<file path="src/rtl/demux_stream_n.sv">
// demux_stream_n
// Registered 1-to-CHANNELS stream demultiplexer. Each input word goes to the
// channel picked by i_sel (i_mode=0) or by an internal round-robin pointer
// (i_mode=1). Every channel has a one-entry holding register with its own
// valid/ready handshake. Words addressed to a channel that does not exist are
// consumed and counted in a saturating drop counter.
//
// Ports
//   i_clk         rising-edge clock
//   i_reset       synchronous active-high reset, overrides everything
//   i_enable      1 = accept input words, 0 = input stalled (outputs drain)
//   i_mode        0 = addressed by i_sel, 1 = round-robin
//   i_sel         channel address (i_mode=0 only)
//   i_in_data     input word
//   i_in_valid    input word present
//   o_in_ready    input can be taken this cycle (combinational)
//   o_out_data    channel k at [k*WIDTH +: WIDTH]
//   o_out_valid   channel k holds a word
//   i_out_ready   consumer k takes its word this cycle
//   o_rr_ptr      current round-robin target
//   o_drop_count  out-of-range words discarded, saturates at 255
module demux_stream_n #(
  parameter int WIDTH    = 8,
  parameter int CHANNELS = 4,
  parameter int SEL_W    = 2
) (
  input  logic                      i_clk,
  input  logic                      i_reset,
  input  logic                      i_enable,
  input  logic                      i_mode,
  input  logic [SEL_W-1:0]          i_sel,
  input  logic [WIDTH-1:0]          i_in_data,
  input  logic                      i_in_valid,
  output logic                      o_in_ready,
  output logic [CHANNELS*WIDTH-1:0] o_out_data,
  output logic [CHANNELS-1:0]       o_out_valid,
  input  logic [CHANNELS-1:0]       i_out_ready,
  output logic [SEL_W-1:0]          o_rr_ptr,
  output logic [7:0]                o_drop_count
);

  // One extra bit so CHANNELS == 2**SEL_W is representable for the range test.
  localparam logic [SEL_W:0]   LP_NCH  = (SEL_W+1)'(CHANNELS);
  localparam logic [SEL_W-1:0] LP_LAST = SEL_W'(CHANNELS-1);

  logic [CHANNELS*WIDTH-1:0] r_data;
  logic [CHANNELS-1:0]       r_valid;
  logic [SEL_W-1:0]          r_rr_ptr;
  logic [7:0]                r_drop_count;

  logic [SEL_W-1:0]          w_target;
  logic                      w_in_range;
  logic                      w_slot_free;
  logic                      w_accept;
  logic [CHANNELS-1:0]       w_load;

  assign w_target   = i_mode ? r_rr_ptr : i_sel;
  assign w_in_range = ({1'b0, w_target} < LP_NCH);

  // Decoded lookup avoids indexing r_valid with an out-of-range target.
  always_comb begin
    w_slot_free = 1'b0;
    for (int k = 0; k < CHANNELS; k++) begin
      if (w_target == SEL_W'(k)) w_slot_free = ~r_valid[k] | i_out_ready[k];
    end
  end

  assign o_in_ready = i_enable & ~i_reset & (~w_in_range | w_slot_free);
  assign w_accept   = i_in_valid & o_in_ready;

  always_comb begin
    w_load = '0;
    for (int k = 0; k < CHANNELS; k++) begin
      w_load[k] = w_accept & w_in_range & (w_target == SEL_W'(k));
    end
  end

  always_ff @(posedge i_clk) begin
    if (i_reset) begin
      r_data       <= '0;
      r_valid      <= '0;
      r_rr_ptr     <= '0;
      r_drop_count <= '0;
    end else begin
      for (int k = 0; k < CHANNELS; k++) begin
        // Load wins over drain so a same-cycle drain+load keeps the slot full.
        if (w_load[k]) begin
          r_data[k*WIDTH +: WIDTH] <= i_in_data;
          r_valid[k]               <= 1'b1;
        end else if (r_valid[k] & i_out_ready[k]) begin
          r_valid[k] <= 1'b0;
        end
      end
      if (w_accept & ~w_in_range & (r_drop_count != 8'hFF)) begin
        r_drop_count <= r_drop_count + 8'd1;
      end
      if (w_accept & i_mode) begin
        r_rr_ptr <= (r_rr_ptr == LP_LAST) ? '0 : r_rr_ptr + 1'b1;
      end
    end
  end

  assign o_out_data   = r_data;
  assign o_out_valid  = r_valid;
  assign o_rr_ptr     = r_rr_ptr;
  assign o_drop_count = r_drop_count;

endmodule

</file>
<file path="config.mk">
export PLATFORM = sky130hd
export DESIGN_NAME = demux_stream_n
export DESIGN_NICKNAME = d
export VERILOG_FILES = /design/src/rtl/demux_stream_n.sv
export SDC_FILE = /design/constraint.sdc
export NUM_CORES = 1
export LEC_CHECK = 0
export BUFFER_PORTS_ARGS = -buffer_cell sky130_fd_sc_hd__buf_4
export CAP_MARGIN = 15
export CELL_PAD_IN_SITES_DETAIL_PLACEMENT = 0
export CELL_PAD_IN_SITES_GLOBAL_PLACEMENT = 1
export CORE_ASPECT_RATIO = 1.2
export CORE_MARGIN = 2
export CORE_UTILIZATION = 34
export CTS_CLUSTER_DIAMETER = 100
export DETAILED_ROUTE_END_ITERATION = 8
export PLACE_DENSITY = 0.87
export SYNTH_ARGS = -nofsm -noshare
export SYNTH_HDL_FRONTEND = slang
export SYNTH_SLANG_ARGS = --single-unit
</file>
<file path="constraint.sdc">
create_clock -name i_clk -period 1.84 [get_ports i_clk]
set_input_delay 0 -clock i_clk [delete_from_list [all_inputs] [get_ports i_clk]]
set_output_delay 0 -clock i_clk [all_outputs]
set_load 0.05 [all_outputs]
</file>
==> After elaboration in Yosys (flattened, before gate mapping) <==
Index checks and enable logic that the tools add are counted.
{ "op_classes": {"n_addsub": 1, "bitwise": 21, "muxes": 14, "eq_ne": 4, "n_reduce_logical": 5} }
{ "ops": {"columns": ["cell", "n"], "rows": [
  ["bitwise AND 1 bit", 12],
  ["2-to-1 mux 1 bit", 12],
  ["nonzero test 2 bit", 4],
  ["equality test 2 bit, second input constant", 3],
  ["NOT 1 bit", 5],
  ["2-to-1 mux 2 bit", 2],
  ["bitwise OR 1 bit", 4],
  ["adder 2 x 1 -> 2 bit, second input constant", 1],
  ["equality test 2 x 1 -> 1 bit, second input constant", 1],
  ["logical NOT 2 bit", 1]
]} }
{ "word_totals": {"out_inout_bits": 47, "register_bits": 38, "elab_cells": 54} }

==> Longest topological paths before layout <==
{ "depth": {"ltp_word": 10, "depth_mapped": 7, "depth_no_buf": 5} }

==> Worst setup path after synthesis <==
No wires, ideal clock.
{ "synth_path": {"kind": "register -> output", "from": "reg r_rr_ptr[0], in the netlist o_rr_ptr[0]", "to": "out o_in_ready", "setup_slack_ns": -0.550, "n_path_buf": 0, "required_time_ns": 1.840, "stages_incl_launch_ff": 5, "t_arrival_ns": 2.390, "path_cell_list": "dfxtp_1 inv_1 a32oi_1 o2111ai_1 nor3b_1"} }
{ "synth_between": {"elab_chain_len": 7} }
{ "synth_lines": {"columns": ["element", "line", "source"], "rows": [
  ["start: declaration", "48", "logic [SEL_W-1:0] r_rr_ptr;"],
  ["start signal: assignment", "98", "r_rr_ptr <= (r_rr_ptr == LP_LAST) ? '0 : r_rr_ptr + 1'b1;"],
  ["2-to-1 mux 2 bit *", "57", "assign w_target = i_mode ? r_rr_ptr : i_sel;"],
  ["logical NOT 2 bit", "64", "if (w_target == SEL_W'(k)) w_slot_free = ~r_valid[k] | i_out_ready[k];"],
  ["2-to-1 mux 1 bit (3 in series)", "64", null],
  ["2-to-1 mux 1 bit *", "64", null],
  ["bitwise AND 1 bit *", "68", "assign o_in_ready = i_enable & ~i_reset & (~w_in_range | w_slot_free);"],
  ["end: declaration", "34", "output logic o_in_ready,"]
]} }
Mark *: on every way between the ends. The rest lies on a longest branch, timed or not.

==> Worst setup path in the final report <==
Same ends and word-level chain as after synthesis.

==> results.py <==
metrics = {
    "outcome": {
        "status": "complete, no violations",
    },
    "finish": {
        "instances_no_fill": 286,
        "nets": 249,
        "multi_input_comb_area_sq_um": 773,
        "diodes": 0,
        "area_growth_pct": 42.6,
        "post-route-util": 0.497,
        "seq_area_sq_um": 762,
        "layout-drive-gt1-share": 0.351,
        "fillerInstances": 447,
    },
    "floorplan": {
        "dieArea_sq_um": 5210,
        "start_util": 0.349,
        "row_count": 27,
        "io_pins": 66,
        "die_y_microns": 78.7,
        "core_area_sq_um": 4530,
        "die_w_microns": 66.2,
    },
    "synthesis": {
        "ys_seq_area_frac": 0.482,
        "synth_top_area_cell": "dfxtp_1",
        "synthFlopType": "dfxtp_1",
        "synth-edff-count": 0,
        "syn_area_per_cell_sq_um": 9.87,
        "netlist.area_leader.share": 0.482,
        "synth-seq-cells": 38,
        "yosysMostFrequentCell": "nor2_1",
        "ys_types": 29,
        "syn-cell-area_sq_um": 1580,
        "async_flop_share": 0,
        "synth_warnings": 0,
        "synthTopCellsByArea": "dfxtp_1 48%, mux2i_1 20%, nor2_1 10%",
        "synth_cells": 160,
        "synth_commonest_cells": "42 x nor2_1, 38 x dfxtp_1, 32 x mux2i_1",
    },
    "cts": {
        "cts_root_buffer": "clkbuf_8",
        "clock_sinks": 38,
        "cts_setup_buffers": 0,
        "cts-buffers-inserted": 5,
        "cts_buffer_depth": 2,
        "cts_tree": "done",
        "clkTransAtPathRegs_ns": 0.07,
        "h-tree-depth": 2,
        "clk_latency_ns": 0.28,
    },
    "placement": {
        "hpwl_microns": 2510,
        "io_buffers": 57,
        "pre_cts_slack_ns": 0.122,
        "dp_cells": 272,
        "globalplace.congestion": 0.704,
    },
    "critical_path": {
        "startpoint_type": "flip-flop",
        "worstSetupPathType": "flip-flop to output pin",
        "path_max_fanout": 7,
        "critical_path_required_ns": 1.84,
        "crit_path_end_kind": "output pin",
        "cp.arrival_ns": 1.72,
    },
    "grt": {
        "grt_use_total": 0.143,
        "grt_max_degree": 23,
        "grt.overflow.total": 0,
        "grt_pass1_wl_microns": 5620,
        "antenna_found_initial": 0,
        "grt_pass1_vias": 1205,
    },
    "routing": {
        "postRouteAntennaNets": 0,
        "drt_wl_total_microns": 3610,
        "drc": 0,
        "viasPerCell": 4.57,
        "vias": 1308,
        "wl_per_cell_microns": 12.6,
        "drtIter0Drc": 68,
        "first_pass_iters": 4,
    },
    "power_and_ir_drop": {
        "p_leak_nw": 1.01,
        "peakVddDrop_uv": 575,
        "power_mw": 1.62,
        "power_density_nw_per_um2": 720,
    },
    "flow_run": {
        "drv_cap": 0,
    },
    "sta": {
        "period_needed_ns": 1.72,
        "slew_violations": 0,
        "fmax_mhz": 581,
        "worst_hold_slack_ns": 0.0412,
        "setup_viol": 0,
        "rsz0062_at_grt": "false",
        "hold_viol": 0,
        "timing.final.crit_share": 0.935,
        "setup_ws_ns": 0.119,
        "finClkSkew_ns": 0.00712,
    },
    "worst_hold_path": {
        "hp-class": "input port to flip-flop",
    },
}
[per-layer routing]
metal  global-route usage  wire length [microns]  vias to the layer above
met2                0.231                   1730                       42
met1                0.181                   1610                      603
met4               0.0490                     43                        0
li1                     -                      -                      657
met3               0.0415                    228                        6
met5                    0                      0                        -
[report_power, final]
| group | switching, mW | leakage [nW] | total (mW) | internal (mW) |
|---|---|---|---|---|
| sequential | 0.00840 | 0.307 | 0.843 | 0.834 |
| combinational | 0.146 | 0.664 | 0.228 | 0.0813 |
| clock | 0.261 | 0.0431 | 0.550 | 0.289 |
[area by class of cell]
class                           instances  area share
Multi-Input combinational cell        111       0.344
Sequential cell                        38       0.339
Timing Repair Buffer                   71       0.246
Clock buffer                            6      0.0367
Tap cell                               58      0.0322
Inverter                                2     0.00334
[critical path, stage by stage, from the launching register on]
cell and delay (ns):
dfxtp_1 0.46, inv_1 0.12, a32oi_2 0.24, o2111ai_2 0.22, nor3b_4 0.20, buf_4 0.22
[placed cells by master, fill, tap and decap left out, drive strengths merged, types with 2 or more instances in the layout]
cell type	synthesis	layout
nor3	3	3
inv	2	2
nor2b	5	5
nor3b	4	4
clkbuf	4	6
dlygate4sd3	0	8
dfxtp	38	38
and3b	2	2
mux2i	32	32
conb	1	8
buf	12	63
o21ai	4	4
nor2	42	42
[cells by family after synthesis]
group	Yosys count	synth area share
AOI/OAI and AO/OA	8	0.0388
adders and majority gates	1	0.00792
buffers and inverters	18	0.0705
DFF	38	0.482
muxes	33	0.210
other	1	0.00237
and+or+nand+nor	61	0.189
[stage by stage]
step,instance area [sq um],TNS [ns]
floorplan,1620,-0.0990
global placement,2070,0
detailed placement,2070,0
CTS,2240,0
global route,2250,0
finish,2250,0
[worst paths after layout]
path	start	endpoint	slack (ns)	cells after the start
worst max-delay path	o_rr_ptr[0]	o_in_ready	0.12	5
worst min register to register	o_out_data[13]	o_out_data[13]	0.50	2
worst max register to register	o_rr_ptr[0]	o_rr_ptr[0]	0.15	5
worst min-delay path	i_reset	o_out_data[8]	0.04	2
[state kept, by name, indices dropped and copies added, names as in the netlist]
register	flops
o_out_valid	4
o_out_data	32
o_rr_ptr	2
[timing repair]
| item | in CTS | in global routing |
|---|---|---|
| hold endpoints to repair | 30 | 0 |
| setup endpoints to repair | 0 | 3 |
| resized for setup | 0 | 3 |
| hold buffers | 8 | 0 |
Power figures use the tool's default switching activity.
